===== config.mk =====
export PLATFORM = sky130hd
export DESIGN_NAME = jtopl_acc_seq_flat
export DESIGN_NICKNAME = d
export VERILOG_FILES = /design/src/rtl/jtopl_acc_seq_if.sv /design/src/rtl/jtopl_acc_seq.sv /design/src/flat_wrapper.sv
export SDC_FILE = /design/constraint.sdc
export NUM_CORES = 1
export LEC_CHECK = 0
export ABC_CLOCK_PERIOD_IN_PS = 2600
export BUFFER_PORTS_ARGS = -buffer_cell sky130_fd_sc_hd__buf_2
export CAP_MARGIN = 20
export CORE_AREA = 3 3 57 59
export CTS_CLUSTER_SIZE = 25
export DETAILED_ROUTE_END_ITERATION = 10
export DIE_AREA = 0 0 60 62
export PLACE_DENSITY = 0.71
export SLEW_MARGIN = 20
export SYNTH_ARGS = -nofsm -noshare
export SYNTH_HDL_FRONTEND = slang
export SYNTH_SLANG_ARGS = --single-unit

===== constraint.sdc =====
create_clock -name clk -period 2.6 [get_ports clk]
set_input_delay 0.13 -clock clk [delete_from_list [all_inputs] [get_ports clk]]
set_output_delay 0.13 -clock clk [all_outputs]
set_load 0.01 [all_outputs]

===== src/rtl/jtopl_acc_seq_if.sv =====
// Bus bundle for jtopl_acc_seq: operator enable, connection-register writes and per-slot attributes.
// The mute mask is present only when JTOPL_ACC_SEQ_MUTE_EN is defined.
interface jtopl_acc_seq_if;
   logic       cenop;
   logic       cfg_we;
   logic [3:0] cfg_ch;
   logic       cfg_con;
`ifdef JTOPL_ACC_SEQ_MUTE_EN
   logic [8:0] mute;
`endif
   logic       op;
   logic       con;
   logic       zero;
   logic [3:0] ch;
   logic       sample;

   modport master (
      output cenop, cfg_we, cfg_ch, cfg_con,
`ifdef JTOPL_ACC_SEQ_MUTE_EN
      output mute,
`endif
      input  op, con, zero, ch, sample
   );

   modport slave (
      input  cenop, cfg_we, cfg_ch, cfg_con,
`ifdef JTOPL_ACC_SEQ_MUTE_EN
      input  mute,
`endif
      output op, con, zero, ch, sample
   );
endinterface


===== src/rtl/jtopl_acc_seq.sv =====
// OPL accumulator slot sequencer: walks 18 slots, delays {op,con,zero,ch} by DELAY cenop enables.
// No backpressure; optional per-channel mute with JTOPL_ACC_SEQ_MUTE_EN.
module jtopl_acc_seq #(
   parameter int DELAY = 2
) (
   input  logic           clk,
   input  logic           rst_n,
   jtopl_acc_seq_if.slave bus
);
   logic [1:0]          r_sub;
   logic                r_opb;
   logic [1:0]          r_grp;
   logic [8:0]          r_con_bank;
   logic [DELAY:1]      r_op;
   logic [DELAY:1]      r_con;
   logic [DELAY:1]      r_zero;
   logic [DELAY:1][3:0] r_ch;
   logic                r_sample;

   logic [3:0]          w_ch_new;
   logic                w_zero_new;
   logic                w_mute;
   logic                w_op_new;
   logic                w_con_new;
   logic [DELAY:0]      w_op_c;
   logic [DELAY:0]      w_con_c;
   logic [DELAY:0]      w_zero_c;
   logic [DELAY:0][3:0] w_ch_c;

   assign w_ch_new   = ({2'b00, r_grp} << 1) + {2'b00, r_grp} + {2'b00, r_sub};
   assign w_zero_new = (r_sub == 2'd0) && !r_opb && (r_grp == 2'd0);
`ifdef JTOPL_ACC_SEQ_MUTE_EN
   assign w_mute     = bus.mute[w_ch_new];
`else
   assign w_mute     = 1'b0;
`endif
   assign w_op_new   = r_opb & ~w_mute;
   // Bank is read with the pre-write value, so a same-cycle write only affects later slots
   assign w_con_new  = r_con_bank[w_ch_new] & ~w_mute;

   // Bit 0 of each chain is the value entering stage 1; bit i is stage i
   assign w_op_c   = {r_op,   w_op_new};
   assign w_con_c  = {r_con,  w_con_new};
   assign w_zero_c = {r_zero, w_zero_new};
   assign w_ch_c   = {r_ch,   w_ch_new};

   always_ff @(posedge clk) begin
      if (!rst_n) begin
         r_sub      <= 2'd0;
         r_opb      <= 1'b0;
         r_grp      <= 2'd0;
         r_con_bank <= '0;
         r_op       <= '0;
         r_con      <= '0;
         r_zero     <= '0;
         r_ch       <= '0;
         r_sample   <= 1'b0;
      end else begin
         for (int i = 0; i < 9; i++) begin
            if (bus.cfg_we && (bus.cfg_ch == 4'(i))) begin
               r_con_bank[i] <= bus.cfg_con;
            end
         end
         r_sample <= bus.cenop & w_zero_c[DELAY-1];
         if (bus.cenop) begin
            r_op   <= w_op_c[DELAY-1:0];
            r_con  <= w_con_c[DELAY-1:0];
            r_zero <= w_zero_c[DELAY-1:0];
            r_ch   <= w_ch_c[DELAY-1:0];
            if (r_sub == 2'd2) begin
               r_sub <= 2'd0;
               r_opb <= ~r_opb;
               if (r_opb) begin
                  r_grp <= (r_grp == 2'd2) ? 2'd0 : r_grp + 2'd1;
               end
            end else begin
               r_sub <= r_sub + 2'd1;
            end
         end
      end
   end

   assign bus.op     = r_op[DELAY];
   assign bus.con    = r_con[DELAY];
   assign bus.zero   = r_zero[DELAY];
   assign bus.ch     = r_ch[DELAY];
   assign bus.sample = r_sample;
endmodule


===== src/flat_wrapper.sv =====
// flat-port wrapper written by rule: the top's interface ports become plain ports
module jtopl_acc_seq_flat 
#(
   parameter int DELAY = 2
)
  (clk, rst_n, bus_cenop, bus_cfg_we, bus_cfg_ch, bus_cfg_con, bus_op, bus_con, bus_zero, bus_ch, bus_sample);
  jtopl_acc_seq_if bus_i ();
  input  logic clk;
  input  logic rst_n;
  input wire logic [$bits(bus_i.cenop)-1:0] bus_cenop;
  input wire logic [$bits(bus_i.cfg_we)-1:0] bus_cfg_we;
  input wire logic [$bits(bus_i.cfg_ch)-1:0] bus_cfg_ch;
  input wire logic [$bits(bus_i.cfg_con)-1:0] bus_cfg_con;
  output wire logic [$bits(bus_i.op)-1:0] bus_op;
  output wire logic [$bits(bus_i.con)-1:0] bus_con;
  output wire logic [$bits(bus_i.zero)-1:0] bus_zero;
  output wire logic [$bits(bus_i.ch)-1:0] bus_ch;
  output wire logic [$bits(bus_i.sample)-1:0] bus_sample;
  assign bus_i.cenop = bus_cenop;
  assign bus_i.cfg_we = bus_cfg_we;
  assign bus_i.cfg_ch = bus_cfg_ch;
  assign bus_i.cfg_con = bus_cfg_con;
  assign bus_op = bus_i.op;
  assign bus_con = bus_i.con;
  assign bus_zero = bus_i.zero;
  assign bus_ch = bus_i.ch;
  assign bus_sample = bus_i.sample;
  jtopl_acc_seq #(.DELAY(DELAY)) u_core (.clk(clk), .rst_n(rst_n), .bus(bus_i));
endmodule

==> impl_metrics.py, run 1 <==
metrics = {
    "timing": {
        "min_period_over_period": 0.939,
        "fin_worst_skew_ns": 0.00744,
        "final-hold-violation-count": 0,
        "timing.slew.headroom": 0.627,
        "grt_setup_unrepaired": "false",
        "worst_slew_pin_slew_ns": 0.556,
        "timing.final.setup_violations": 0,
        "slew_viol_final": 0,
        "period_minus_slack_ns": 2.44,
        "timing.setup.tns_ns": 0,
        "timing.fmax_mhz": 410,
    },
    "clocking": {
        "root_buffer": "sky130_fd_sc_hd__clkbuf_4",
        "clk_transition_reported_paths_ns": 0.09,
        "numCtsBuffers": 5,
        "tritoncts": "yes",
        "cts_max_level": 2,
        "ctsHoldBuffers": 0,
        "buffer_count_from_post_cts_setup_fixing": 0,
        "cts_num_sinks": 29,
        "worstSkewPairLatency_ns": 0.33,
        "clk_path_buf_depth": 2,
    },
    "finish": {
        "multiInputGateArea_um2": 728,
        "layout-drive-gt1-share": 0.216,
        "insertedDiodeCount": 0,
        "sequential_cell_area_um2": 586,
        "post_layout_nonfiller_instances": 193,
        "finalNetCount": 177,
        "fill_cells": 257,
        "area.growth.synth_to_final_pct": 12.0,
        "final_std_cell_area_no_fill_um2": 1560,
    },
    "synth": {
        "ys_seq_elements": 29,
        "synthDistinctLibCells": 34,
        "synthesis.nets": 165,
        "yosys_warning_count": 0,
        "yosys-top-cells-area": "sky130_fd_sc_hd__dfxtp_1 (42%), sky130_fd_sc_hd__mux2i_1 (9.4%), sky130_fd_sc_hd__nor2_1 (4.9%), sky130_fd_sc_hd__ha_1 (4.5%), sky130_fd_sc_hd__a21oi_1 (4.0%)",
        "synth.avg_cell_area_um2": 9.32,
        "synth_top_area_share": 0.418,
        "postSynthCellCount": 149,
        "synth-seq-area-share": 0.418,
        "synth_cell_area_um2": 1390,
        "leading_area_contributor_after_synthesis": "sky130_fd_sc_hd__dfxtp_1",
    },
    "grt": {
        "congestion_overflow_gr": 0,
        "number_of_antenna_violations_at_the_first_check_in_global_routing": 0,
        "global_route_met2_usage": 0.256,
        "globalRoute.busiestLayer": "met2",
        "first_global_vias": 990,
        "grt_max_degree": 25,
        "global_route_usage_sum": 0.156,
        "grt_pass1_wl_mm": 4.23,
        "gr-usage-met3": 0.0372,
        "met1_usage": 0.181,
    },
    "die": {
        "die_area_um2": 3720,
        "chipWidth_um": 60,
        "core_um2": 2760,
        "die-height_um": 62,
        "io_pins": 17,
        "initial_utilization": 0.504,
        "floorplan.rows": 19,
    },
    "drt": {
        "drt_first_iter_violations": 50,
        "route.antenna.remaining_nets": 0,
        "dr_total_vias": 1050,
        "vias_per_cell": 5.44,
        "detail_route.wl_per_cell_um": 12.6,
        "detail_route.wirelength_mm": 2.44,
        "drc_errors": 0,
        "drt-pass1-iter-count": 4,
    },
    "setup_path": {
        "slowest_delay_ns": 0.57,
        "cp_common_cell": "sky130_fd_sc_hd__inv_1",
        "critPathArrivalTime_ns": 2.65,
        "critical_path.cell_chain": "inv_1, fa_1, inv_1, ha_1, inv_1, fa_2, o311ai_0, o41ai_2",
        "timing_worst_setup_path_type": "flip-flop to flip-flop",
        "worst_ep_required_time_ns": 2.81,
        "worstPathMaxFanout": 5,
        "critical_path.endpoint_type": "flip-flop",
        "crit_path_top_delay_cell": "sky130_fd_sc_hd__fa_1",
        "start_kind": "flip-flop",
    },
    "run_status": {
        "status": "completed",
    },
    "pwr": {
        "power-per-cell-area_nw_per_um2": 595,
        "peak_supply_drop_mv": 0.592,
        "power.static_leakage_uw": 0.000662,
    },
    "hold_path": {
        "hp-class": "input port to flip-flop",
    },
    "flow_run": {
        "drv.max_cap_violation_count": 0,
    },
    "placement": {
        "placement.cell_area_um2": 1450,
        "gp_routability_congestion": 0.782,
        "hpwl_mm": 1.79,
        "buffer_ports.inserted": 16,
        "placed_cells_incl_taps": 185,
    },
}
==> registers in the layout, summed over array words and instances, names as in the netlist <==
name and count:
u_core.r_sub 2, u_core.r_grp 2, u_core.r_op 2, u_core.r_con 2
u_core.r_ch 4, u_core.bus.sample 1, u_core.bus.ch 4, u_core.r_zero 2
u_core.r_opb 1, u_core.r_con_bank 9
==> worst max-delay path, delay by kind of cell (launching register included) <==
family,cells,cell delay (ns)
adders and majority gates,3,1.20
AOI/OAI and AO/OA,2,0.54
DFF,1,0.37
buffers and inverters,3,0.21
==> cells in the mapped netlist, drive strengths merged <==
master	count
a211oi	2
a21bo	1
a21oi	11
and3	1
and3b	1
buf	7
clkbuf	5
clkinv	1
dfxtp	29
fa	2
ha	5
inv	6
mux2	4
mux2i	13
nand2	3
nand2b	5
nand3	8
nand3b	3
nand4	2
nand4b	2
nor2	18
nor2b	2
nor3b	2
nor4b	1
o21ai	6
o311ai	1
o31a	1
o31ai	2
o32ai	1
o41ai	1
or3b	1
xnor2	1
xor2	1
==> per-stage QoR <==
step / hold WS [ns] / utilization / power, µW / worst slack [ns]
after floorplan: 0.271 / - / 532 / 0.180
after global placement: 0.417 / 0.526 / 550 / 0.126
after detailed placement: 0.423 / 0.526 / 553 / -0.0181
after CTS: 0.0737 / 0.559 / 938 / 0.0369
after global routing: 0.0950 / 0.564 / 971 / 0.0323
final: 0.0982 / 0.564 / 926 / 0.159
==> cells by family after synthesis <==
family	count (synthesis)	share of synthesized area
simple gates	49	0.189
flops	29	0.418
compound gates	26	0.115
buf+inv	19	0.0649
mux	17	0.126
fa+ha+maj	7	0.0739
xor+xnor	2	0.0126
==> what timing repair did <==
item,CTS,global route
hold endpoints to repair,0,0
gates resized for setup,1,5
setup endpoints to repair,1,1
pin swaps,0,3
==> path summary, 6_finish.rpt <==
check                                           from                    to  slack, ns  cells past startpoint
worst min-delay path                           rst_n     u_core.bus.sample        0.1                      2
worst max-delay path                 u_core.r_sub[1]       u_core.r_con[1]       0.16                      8
worst min register to register  u_core.r_con_bank[4]  u_core.r_con_bank[4]       0.48                      2
worst max register to register       u_core.r_sub[1]       u_core.r_con[1]       0.16                      8
==> placed cells by master (no fill, tap or decap), types with 3 or more instances in the layout <==
cell type / count
sky130_fd_sc_hd__nor2_1: 18
sky130_fd_sc_hd__clkbuf_4: 5
sky130_fd_sc_hd__nand3_1: 8
sky130_fd_sc_hd__a21oi_1: 11
sky130_fd_sc_hd__inv_1: 5
sky130_fd_sc_hd__mux2_2: 4
sky130_fd_sc_hd__buf_2: 16
sky130_fd_sc_hd__nand3b_1: 3
sky130_fd_sc_hd__nand2b_1: 5
sky130_fd_sc_hd__o21ai_0: 6
sky130_fd_sc_hd__ha_1: 5
sky130_fd_sc_hd__nand2_1: 3
sky130_fd_sc_hd__mux2i_1: 13
sky130_fd_sc_hd__dfxtp_1: 27
==> cell type report <==
type / instances / area share
clock buffers: 6 / 0.0330
clock inverters: 2 / 0.0241
inverters: 7 / 0.0169
multi-input cells: 101 / 0.468
flip-flops and latches: 29 / 0.377
well taps: 31 / 0.0249
repair buffers: 17 / 0.0563
==> where the power goes <==
| group | internal, µW | total (µW) | leakage (µW) | switching [µW] |
|---|---|---|---|---|
| registers | 456 | 464 | 0.000237 | 8.32 |
| logic | 32.9 | 78.0 | 0.000381 | 45.1 |
| clock network | 228 | 384 | 0.0000445 | 155 |
==> layer usage <==
metal,routed length (µm),part of all wire
met5,0,0
met4,18,0.0074
met3,136,0.056
met2,1150,0.47
met1,1130,0.46
Note: power is estimated with default switching activity, not from simulation.
==> run 2, diff against run 1 <==
- PLACE_DENSITY: 0.71 -> 0.74
==> run 2 against run 1 <==
Non-clock buffer count stayed put. Register-to-register slack hardly changed. Clock skew hardly changed. Hold slack better by 0.018 ns. Count of clock-buffer cells in the layout is 1 higher. Via count is 0.38% higher. Design area is 1.0% lower. Core utilization is 0.59 points lower. Cell count is 0.52% lower. Largest cell class unchanged.
==> impl_metrics.py, run 2 (synthesis results as in run 1) <==
metrics = {
    "flow_run": {
        "drv.max_cap_violation_count": 0,
    },
    "die": {
        "floorplan.rows": 19,
        "initial_utilization": 0.504,
        "io_pins": 17,
        "die_area_um2": 3720,
        "die-height_um": 62,
        "chipWidth_um": 60,
        "core_um2": 2760,
    },
    "timing": {
        "timing.final.setup_violations": 0,
        "timing.slew.headroom": 0.523,
        "timing.setup.tns_ns": 0,
        "period_minus_slack_ns": 2.43,
        "slew_viol_final": 0,
        "worst_slew_pin_slew_ns": 0.711,
        "final-hold-violation-count": 0,
        "grt_setup_unrepaired": "false",
        "fin_worst_skew_ns": 0.00738,
        "timing.fmax_mhz": 412,
        "worst_setup_margin_ns": 0.173,
        "min_period_over_period": 0.934,
    },
    "drt": {
        "vias_per_cell": 5.49,
        "detail_route.wl_per_cell_um": 12.5,
        "dr_total_vias": 1054,
        "drt_first_iter_violations": 37,
        "drt-pass1-iter-count": 4,
        "drc_errors": 0,
        "route.antenna.remaining_nets": 0,
        "detail_route.wirelength_mm": 2.41,
    },
    "finish": {
        "post_layout_nonfiller_instances": 192,
        "area.growth.synth_to_final_pct": 10.8,
        "final_cell_mix": "sky130_fd_sc_hd__dfxtp_1 (27), sky130_fd_sc_hd__nor2_1 (18), sky130_fd_sc_hd__buf_2 (16), sky130_fd_sc_hd__mux2i_1 (13), sky130_fd_sc_hd__a21oi_1 (11)",
        "regMostFlops": "u_core.r_con_bank",
        "finalNetCount": 177,
        "fill_cells": 230,
        "insertedDiodeCount": 0,
        "mostFrequentLayoutCell": "sky130_fd_sc_hd__dfxtp_1",
        "largest_reg_flops": 9,
        "final_std_cell_area_no_fill_um2": 1540,
        "layout-drive-gt1-share": 0.230,
    },
    "pwr": {
        "intPower_uw": 617,
        "power_frac_seq": 0.574,
        "power.share.switching": 0.239,
        "clkPwrFrac": 0.329,
        "peak_supply_drop_mv": 0.354,
        "fin_total_pwr_uw": 811,
        "comb_power_share": 0.097,
        "p_sw_uw": 194,
        "power-per-cell-area_nw_per_um2": 527,
        "power.static_leakage_uw": 0.000653,
    },
    "setup_path": {
        "critPathArrivalTime_ns": 2.66,
        "critical_path.cell_chain": "inv_2, fa_1, inv_1, ha_1, inv_1, fa_1, buf_4, o311ai_2, o41ai_2",
        "worst_ep_required_time_ns": 2.83,
        "crit_path_top_delay_cell": "sky130_fd_sc_hd__fa_1",
        "slowest_delay_ns": 0.55,
        "timing_worst_setup_path_type": "flip-flop to flip-flop",
        "worstPathMaxFanout": 5,
        "start_kind": "flip-flop",
        "critical_path.endpoint_type": "flip-flop",
    },
    "placement": {
        "buffer_ports.inserted": 16,
        "hpwl_mm": 1.76,
        "dp_slack_ns": 0.00145,
        "placement.cell_area_um2": 1440,
        "placed_cells_incl_taps": 184,
        "gp_routability_congestion": 0.763,
    },
    "clocking": {
        "numCtsBuffers": 5,
        "tritoncts": "yes",
        "root_buffer": "sky130_fd_sc_hd__clkbuf_4",
        "clk_transition_reported_paths_ns": 0.09,
        "clk_path_buf_depth": 2,
        "worstSkewPairLatency_ns": 0.32,
        "cts_num_sinks": 29,
        "cts_max_level": 2,
    },
    "grt": {
        "globalRoute.busiestLayer": "met2",
        "global_route_usage_sum": 0.151,
        "first_global_vias": 972,
        "congestion_overflow_gr": 0,
        "met1_usage": 0.161,
        "number_of_antenna_violations_at_the_first_check_in_global_routing": 0,
        "grt_max_degree": 28,
        "grt_pass1_wl_mm": 4.06,
        "global_route_met2_usage": 0.255,
        "gr-usage-met3": 0.0620,
    },
    "run_status": {
        "status": "completed",
    },
    "hold_path": {
        "hp-class": "input port to flip-flop",
    },
}
run 2: path summary, 6_finish.rpt:
| check | end | startpoint | slack [ns] | depth (start not counted) |
|---|---|---|---|---|
| setup reg to reg | u_core.r_con[1] | u_core.r_sub[1] | 0.17 | 9 |
| hold reg to reg | u_core.r_con_bank[0] | u_core.r_con_bank[0] | 0.48 | 2 |
| setup / recovery | u_core.r_con[1] | u_core.r_sub[1] | 0.17 | 9 |
| hold / removal | u_core.bus.sample | rst_n | 0.12 | 2 |
run 2: area by class of cell:
cell class | instances | area [µm²] | share of cell area
repair buffers | 17 | 87.6 | 0.0569
well taps | 31 | 38.8 | 0.0252
clock buffers | 7 | 55.1 | 0.0358
inverters | 7 | 26.3 | 0.0171
flip-flops and latches | 29 | 583 | 0.379
multi-input cells | 101 | 748 | 0.486
run 2: worst max-delay path, delay by kind of cell (launching register included):
family / cells / cell delay (ns)
compound gates: 2 / 0.45
fa+ha+maj: 3 / 1.19
buf+inv: 4 / 0.32
flops: 1 / 0.37
run 2: what timing repair did:
action | in CTS | in global routing
pin swaps | 1 | 3
hold buffers | 0 | 0
setup buffers | 1 | 0
setup endpoints to repair | 1 | 1
resized for setup | 0 | 10
run 2: per-stage QoR:
step	util	hold slack (ns)
floorplan	-	0.271
global route	0.558	0.123
CTS	0.546	0.0788
global placement	0.524	0.413
detailed placement	0.524	0.422
finish	0.558	0.116
run 2: metal layers:
layer / wire length, µm / vias to the layer above
li1: - / 540
met1: 1080 / 486
met2: 1170 / 22
met3: 120 / 6
met4: 36 / 0
met5: 0 / -
run 2: power groups by stage:
stage / logic (µW) / clock network [µW] / registers, µW
floorplan: 59.0 / 0 / 473
global placement: 73.9 / 0 / 475
detailed placement: 76.2 / 0 / 475
CTS: 76.4 / 277 / 465
global route: 88.0 / 297 / 467
finish: 78.8 / 267 / 465
